<file path="src/rtl/nano_mem_responder_if.sv">
// rtl/nano_mem_responder_if.sv - NanoCPU memory bus and host load/dump port bundle
interface nano_mem_responder_if #(
    parameter int AW = 8,
    parameter int DW = 16
);
    logic          ce;
    logic          we;
    logic [AW-1:0] address;
    logic [DW-1:0] dataW;
    logic [DW-1:0] dataR;
    logic          host_req;
    logic          host_we;
    logic [AW-1:0] host_addr;
    logic [DW-1:0] host_wdata;
    logic [DW-1:0] host_rdata;
    logic          host_ack;
    logic          watch_hit;
    logic [DW-1:0] watch_data;
    logic [15:0]   wr_count;

    modport master (
        output ce, we, address, dataW, host_req, host_we, host_addr, host_wdata,
        input  dataR, host_rdata, host_ack, watch_hit, watch_data, wr_count
    );

    modport slave (
        input  ce, we, address, dataW, host_req, host_we, host_addr, host_wdata,
        output dataR, host_rdata, host_ack, watch_hit, watch_data, wr_count
    );
endinterface

</file>
<file path="src/rtl/nano_mem_responder.sv">
// rtl/nano_mem_responder.sv - NanoCPU RAM with host four-phase port and write watch monitor
module nano_mem_responder #(
    parameter int            AW         = 8,
    parameter int            DW         = 16,
    parameter logic [AW-1:0] WATCH_ADDR = 8'd10
) (
    input  logic                 ck,
    input  logic                 rst,
    nano_mem_responder_if.slave  bus
);
    typedef enum logic [1:0] {IDLE, PEND, ACK} state_t;

    logic [DW-1:0] mem [0:(1<<AW)-1];

    state_t        state;
    logic          we_l;
    logic [AW-1:0] addr_l;
    logic [DW-1:0] wdata_l;
    logic [DW-1:0] host_rdata_r;
    logic          host_ack_r;
    logic          watch_hit_r;
    logic [DW-1:0] watch_data_r;
    logic [15:0]   wr_count_r;

    logic cpu_wr;
    logic host_go;

    assign cpu_wr  = bus.ce && bus.we;
    // Host only touches the array on an edge where the CPU is idle, so the
    // two write ports are mutually exclusive by construction.
    assign host_go = (state == PEND) && !bus.ce;

    assign bus.dataR      = mem[bus.address];
    assign bus.host_rdata = host_rdata_r;
    assign bus.host_ack   = host_ack_r;
    assign bus.watch_hit  = watch_hit_r;
    assign bus.watch_data = watch_data_r;
    assign bus.wr_count   = wr_count_r;

    // Array is deliberately left out of reset so loaded programs survive it.
    always_ff @(posedge ck) begin
        if (cpu_wr) begin
            mem[bus.address] <= bus.dataW;
        end else if (host_go && we_l && !rst) begin
            mem[addr_l] <= wdata_l;
        end
    end

    always_ff @(posedge ck) begin
        if (rst) begin
            state        <= IDLE;
            we_l         <= 1'b0;
            addr_l       <= '0;
            wdata_l      <= '0;
            host_rdata_r <= '0;
            host_ack_r   <= 1'b0;
            watch_hit_r  <= 1'b0;
            watch_data_r <= '0;
            wr_count_r   <= '0;
        end else begin
            watch_hit_r <= cpu_wr && (bus.address == WATCH_ADDR);
            if (cpu_wr && (bus.address == WATCH_ADDR)) begin
                watch_data_r <= bus.dataW;
            end
            if (cpu_wr && (wr_count_r != 16'hFFFF)) begin
                wr_count_r <= wr_count_r + 16'd1;
            end

            case (state)
                IDLE: begin
                    if (bus.host_req) begin
                        we_l    <= bus.host_we;
                        addr_l  <= bus.host_addr;
                        wdata_l <= bus.host_wdata;
                        state   <= PEND;
                    end
                end
                PEND: begin
                    if (host_go) begin
                        if (!we_l) begin
                            host_rdata_r <= mem[addr_l];
                        end
                        host_ack_r <= 1'b1;
                        state      <= ACK;
                    end
                end
                ACK: begin
                    if (!bus.host_req) begin
                        host_ack_r <= 1'b0;
                        state      <= IDLE;
                    end
                end
                default: begin
                    host_ack_r <= 1'b0;
                    state      <= IDLE;
                end
            endcase
        end
    end
endmodule
</file>
<file path="src/flat_wrapper.sv">
// flat-port wrapper written by rule: the top's interface ports become plain ports
module nano_mem_responder_flat 
#(
    parameter int            AW         = 8,
    parameter int            DW         = 16,
    parameter logic [AW-1:0] WATCH_ADDR = 8'd10
)
  (ck, rst, bus_ce, bus_we, bus_address, bus_dataW, bus_host_req, bus_host_we, bus_host_addr, bus_host_wdata, bus_dataR, bus_host_rdata, bus_host_ack, bus_watch_hit, bus_watch_data, bus_wr_count);
  nano_mem_responder_if #(.AW(AW), .DW(DW)) bus_i ();
  input  logic ck;
  input  logic rst;
  input wire logic [$bits(bus_i.ce)-1:0] bus_ce;
  input wire logic [$bits(bus_i.we)-1:0] bus_we;
  input wire logic [$bits(bus_i.address)-1:0] bus_address;
  input wire logic [$bits(bus_i.dataW)-1:0] bus_dataW;
  input wire logic [$bits(bus_i.host_req)-1:0] bus_host_req;
  input wire logic [$bits(bus_i.host_we)-1:0] bus_host_we;
  input wire logic [$bits(bus_i.host_addr)-1:0] bus_host_addr;
  input wire logic [$bits(bus_i.host_wdata)-1:0] bus_host_wdata;
  output wire logic [$bits(bus_i.dataR)-1:0] bus_dataR;
  output wire logic [$bits(bus_i.host_rdata)-1:0] bus_host_rdata;
  output wire logic [$bits(bus_i.host_ack)-1:0] bus_host_ack;
  output wire logic [$bits(bus_i.watch_hit)-1:0] bus_watch_hit;
  output wire logic [$bits(bus_i.watch_data)-1:0] bus_watch_data;
  output wire logic [$bits(bus_i.wr_count)-1:0] bus_wr_count;
  assign bus_i.ce = bus_ce;
  assign bus_i.we = bus_we;
  assign bus_i.address = bus_address;
  assign bus_i.dataW = bus_dataW;
  assign bus_i.host_req = bus_host_req;
  assign bus_i.host_we = bus_host_we;
  assign bus_i.host_addr = bus_host_addr;
  assign bus_i.host_wdata = bus_host_wdata;
  assign bus_dataR = bus_i.dataR;
  assign bus_host_rdata = bus_i.host_rdata;
  assign bus_host_ack = bus_i.host_ack;
  assign bus_watch_hit = bus_i.watch_hit;
  assign bus_watch_data = bus_i.watch_data;
  assign bus_wr_count = bus_i.wr_count;
  nano_mem_responder #(.AW(AW), .DW(DW), .WATCH_ADDR(WATCH_ADDR)) u_core (.ck(ck), .rst(rst), .bus(bus_i));
endmodule
</file>
<file path="config.mk">
export PLATFORM = sky130hd
export DESIGN_NAME = nano_mem_responder_flat
export DESIGN_NICKNAME = d
export VERILOG_FILES = /design/src/rtl/nano_mem_responder_if.sv /design/src/rtl/nano_mem_responder.sv /design/src/flat_wrapper.sv
export SDC_FILE = /design/constraint.sdc
export NUM_CORES = 2
export LEC_CHECK = 0
export CAP_MARGIN = 20
export CELL_PAD_IN_SITES_DETAIL_PLACEMENT = 1
export CELL_PAD_IN_SITES_GLOBAL_PLACEMENT = 1
export CORE_UTILIZATION = 30
export DETAILED_ROUTE_END_ITERATION = 6
export PLACE_DENSITY = 0.49
export SLEW_MARGIN = 20
export SYNTH_ARGS = -nofsm -noshare
export SYNTH_HDL_FRONTEND = slang
export SYNTH_SLANG_ARGS = --single-unit
</file>
<file path="constraint.sdc">
create_clock -name ck -period 13.8 [get_ports ck]
set_clock_uncertainty 0.1 [all_clocks]
set_input_delay 1.38 -clock ck [delete_from_list [all_inputs] [get_ports ck]]
set_output_delay 1.38 -clock ck [all_outputs]
set_load 0.02 [all_outputs]
</file>
==> qor.csv <==
metric;value;unit
Seq/Total Area, Yosys;0.651;
drt pass-1 iters;6;
Critical Path RT;12.32;ns
Worst-path clk slew;0.06;ns
H-tree Lvls;5;
r2r setup slk;7.49;ns
# rows;293;
crit start category;primary input;
CP max stage cell;o41ai_2;
Syn Std Cell Area;191000;um2
vias;117000;
Primary FF master, synth;edfxtp_1;
Clk Latency, worst-skew pair;1.09;ns
crit-path cells;buf_16 -> buf_4 -> buf_4 -> buf_4 -> mux4_2 -> a22oi_1 -> a21oi_1 -> o41ai_2 -> buf_4 -> nand4_1 -> clkdlybuf4s50_1;
asr flop ratio synth;0;
largest net degree at the start of global routing;108;
commonest cells in the netlist;edfxtp_1 (4,096), mux4_2 (1,833), a22oi_1 (592);
Post-CTS Resized;0;
Yosys top cell by area;edfxtp_1;
CTS Buf Count;477;
CP Capture Type;primary output;
Slew @ Worst Pin;1.39;ns
CTS Sinks;4173;
layout cells sized above 1;0.323;
first-pass GRT wire length;1110;mm
WL/cell;43.7;um
crit path kind;in2out;
initial antenna violation count;71;
DRC viols;0;
IO Port Bufs;119;
die area;641000;um2
die width;801;um
post-route antenna net violation count;0;
GRT overflow;0;
most frequent cell after synthesis;edfxtp_1;
Root Driver;clkbuf_16;
CTS tree;done;
period utilization;0.644;
Initial Util;0.301;
achievable clock frequency;112;MHz
All-Layer GR Usage;0.253;
Crit path buffers/inverters;6;
final hold violations;0;
most frequent CP cell;buf_4;
Core Region;636000;um2
hold crit path type;reg2reg;
RSZ-0062 raised after global routing;no;
Mean Syn Cell Area;19.0;um2
syn nets;10100;
postcts setup bufs;0;
crit-path max FO;61;
top post-synthesis cells by area;edfxtp_1 (64%), mux4_2 (22%), mux2i_1 (2.6%);
worst vdd ir;105;uV
Lkg Pwr;0.0656;uW
pwr dens;132;nW/um2
Largest stage delay, worst path;0.90;ns
min cycle time layout;8.89;ns
post-detail-place hpwl;529;mm
Fin Setup TNS;0;ns
Synth cell types;73;
vias per cell;6.09;
share of the synthesized area in the top cell type;0.643;
Post-layout nets;10400;
gpl congestion;0.854;
register bit count reported by yosys;4173;
placed cell count;18300;
crit path DAT;7.41;ns
Post-synth EDFFs;4096;
io pins;120;
Syn. warnings;0;
CTS Hold Bufs;0;
Max clock buf depth;4;
Mapped Cells;10100;
Layout Cells excl Fill;19200;
Max Cap Viol;0;
Slew headroom;0.0638;
drt total wl;838;mm
status;finished clean;
1st-iter DRT viols;15100;
Slew Viols, Final;0;
Top Family by Delay on Critical Path;buffers and inverters;
final setup fails;0;
vias in the first global route;119000;
Layout area overhead;15.6;%
Die Height;801;um
[area by class of cell]
cell class	count	area (um2)
Fill cell	62400	415000
Sequential cell	4173	125000
Multi-Input combinational cell	5036	65400
Clock buffer	582	12400
Tap cell	8407	10500
Timing Repair Buffer	633	5640
Clock inverter	302	2800
Antenna cell	22	55.1
Inverter	6	31.3
[layer usage]
metal / global-route usage / share of wire / wire, um / up-vias
met5: 0 / 0.00019 / 157 / -
met4: 0.114 / 0.054 / 44900 / 24
met3: 0.0523 / 0.083 / 69500 / 1308
met2: 0.399 / 0.46 / 387000 / 5934
met1: 0.339 / 0.40 / 336000 / 65300
li1: - / - / - / 44100
[cells by family (layout without fill, tap and decap cells)]
family / Yosys count / count (layout) / synth area share
AO/OA/AOI/OAI: 1613 / 1613 / 0.0584
XOR/XNOR: 14 / 14 / 0.000641
adder cells (fa/ha/maj): 1 / 1 / 0.0000654
buffers and inverters: 846 / 1523 / 0.0219
flip-flops: 4173 / 4173 / 0.651
multiplexers: 2360 / 2360 / 0.244
other: 0 / 22 / 0
AND/OR/NAND/NOR: 1048 / 1048 / 0.0249
[final timing paths]
check	startpoint	end	cells after the start
worst max-delay path	bus_address[0]	bus_dataR[0]	11
worst min-delay path	u_core.bus.watch_data[15]	u_core.bus.watch_data[15]	2
worst max register to register	u_core.addr_l[1]	u_core.bus.host_rdata[10]	13
worst min register to register	u_core.bus.watch_data[15]	u_core.bus.watch_data[15]	2
[per-stage QoR]
stage / total power [uW] / util / cell area (um2) / worst slack, ns / hold slack, ns
2_1_floorplan: 15600 / - / 191000 / 8.43 / 0.334
3_3_place_gp: 16800 / 0.323 / 206000 / 4.31 / 0.339
3_5_place_dp: 16800 / 0.324 / 206000 / 4.89 / 0.351
4_1_cts: 29400 / 0.348 / 221000 / 4.86 / 0.359
5_1_grt: 29800 / 0.348 / 221000 / 4.82 / 0.384
6_report: 29200 / 0.348 / 221000 / 4.91 / 0.355
[state kept, by name, indices dropped and copies added (netlist names)]
name	count
u_core.mem	4096
u_core.bus.host_rdata	16
u_core.bus.watch_data	16
u_core.bus.wr_count	16
u_core.wdata_l	16
u_core.addr_l	8
u_core.state	2
u_core.bus.host_ack	1
u_core.bus.watch_hit	1
u_core.we_l	1
[worst register-to-register path, stage by stage (launching register included)]
cell and delay [ns]:
dfxtp_4 0.81, buf_4 0.63, buf_4 0.63, buf_4 0.73, buf_4 0.70, mux4_2 0.46, nand2_1 0.09, a21oi_1 0.08
a2111oi_1 0.43, buf_4 0.24, a2111oi_1 0.10, buf_4 0.25, a32oi_1 0.72, o31ai_1 0.20
[cell usage in the layout (no fill, tap or decap), types with 39 or more instances in the layout]
cell | netlist | routed
edfxtp_1 | 4096 | 4096
mux4_2 | 1833 | 1833
a22oi_1 | 592 | 592
mux2i_1 | 493 | 491
clkbuf_16 | 0 | 480
buf_4 | 76 | 466
nand2_1 | 393 | 389
a21oi_1 | 369 | 366
o22ai_1 | 178 | 178
nor2_4 | 0 | 147
clkinv_1 | 1 | 129
clkdlybuf4s50_1 | 0 | 116
nor2_2 | 0 | 110
clkinv_2 | 0 | 102
clkbuf_1 | 409 | 102
o221ai_1 | 89 | 89
nor2_1 | 341 | 84
dfxtp_1 | 77 | 72
nor3_1 | 74 | 70
a211oi_1 | 72 | 62
o21ai_0 | 63 | 55
nand3_1 | 41 | 39
a22o_1 | 39 | 39
bufinv_16 | 0 | 39
buf_12 | 0 | 39
[report_power, final]
part | internal [uW] | switching [uW] | total, uW | leakage [uW]
logic | 851 | 1760 | 2610 | 0.0208
clock network | 7100 | 5540 | 12600 | 0.00743
registers | 13900 | 30.9 | 14000 | 0.0374
total | 21900 | 7330 | 29200 | 0.0656
No activity file was read; power rests on OpenSTA's default activity.
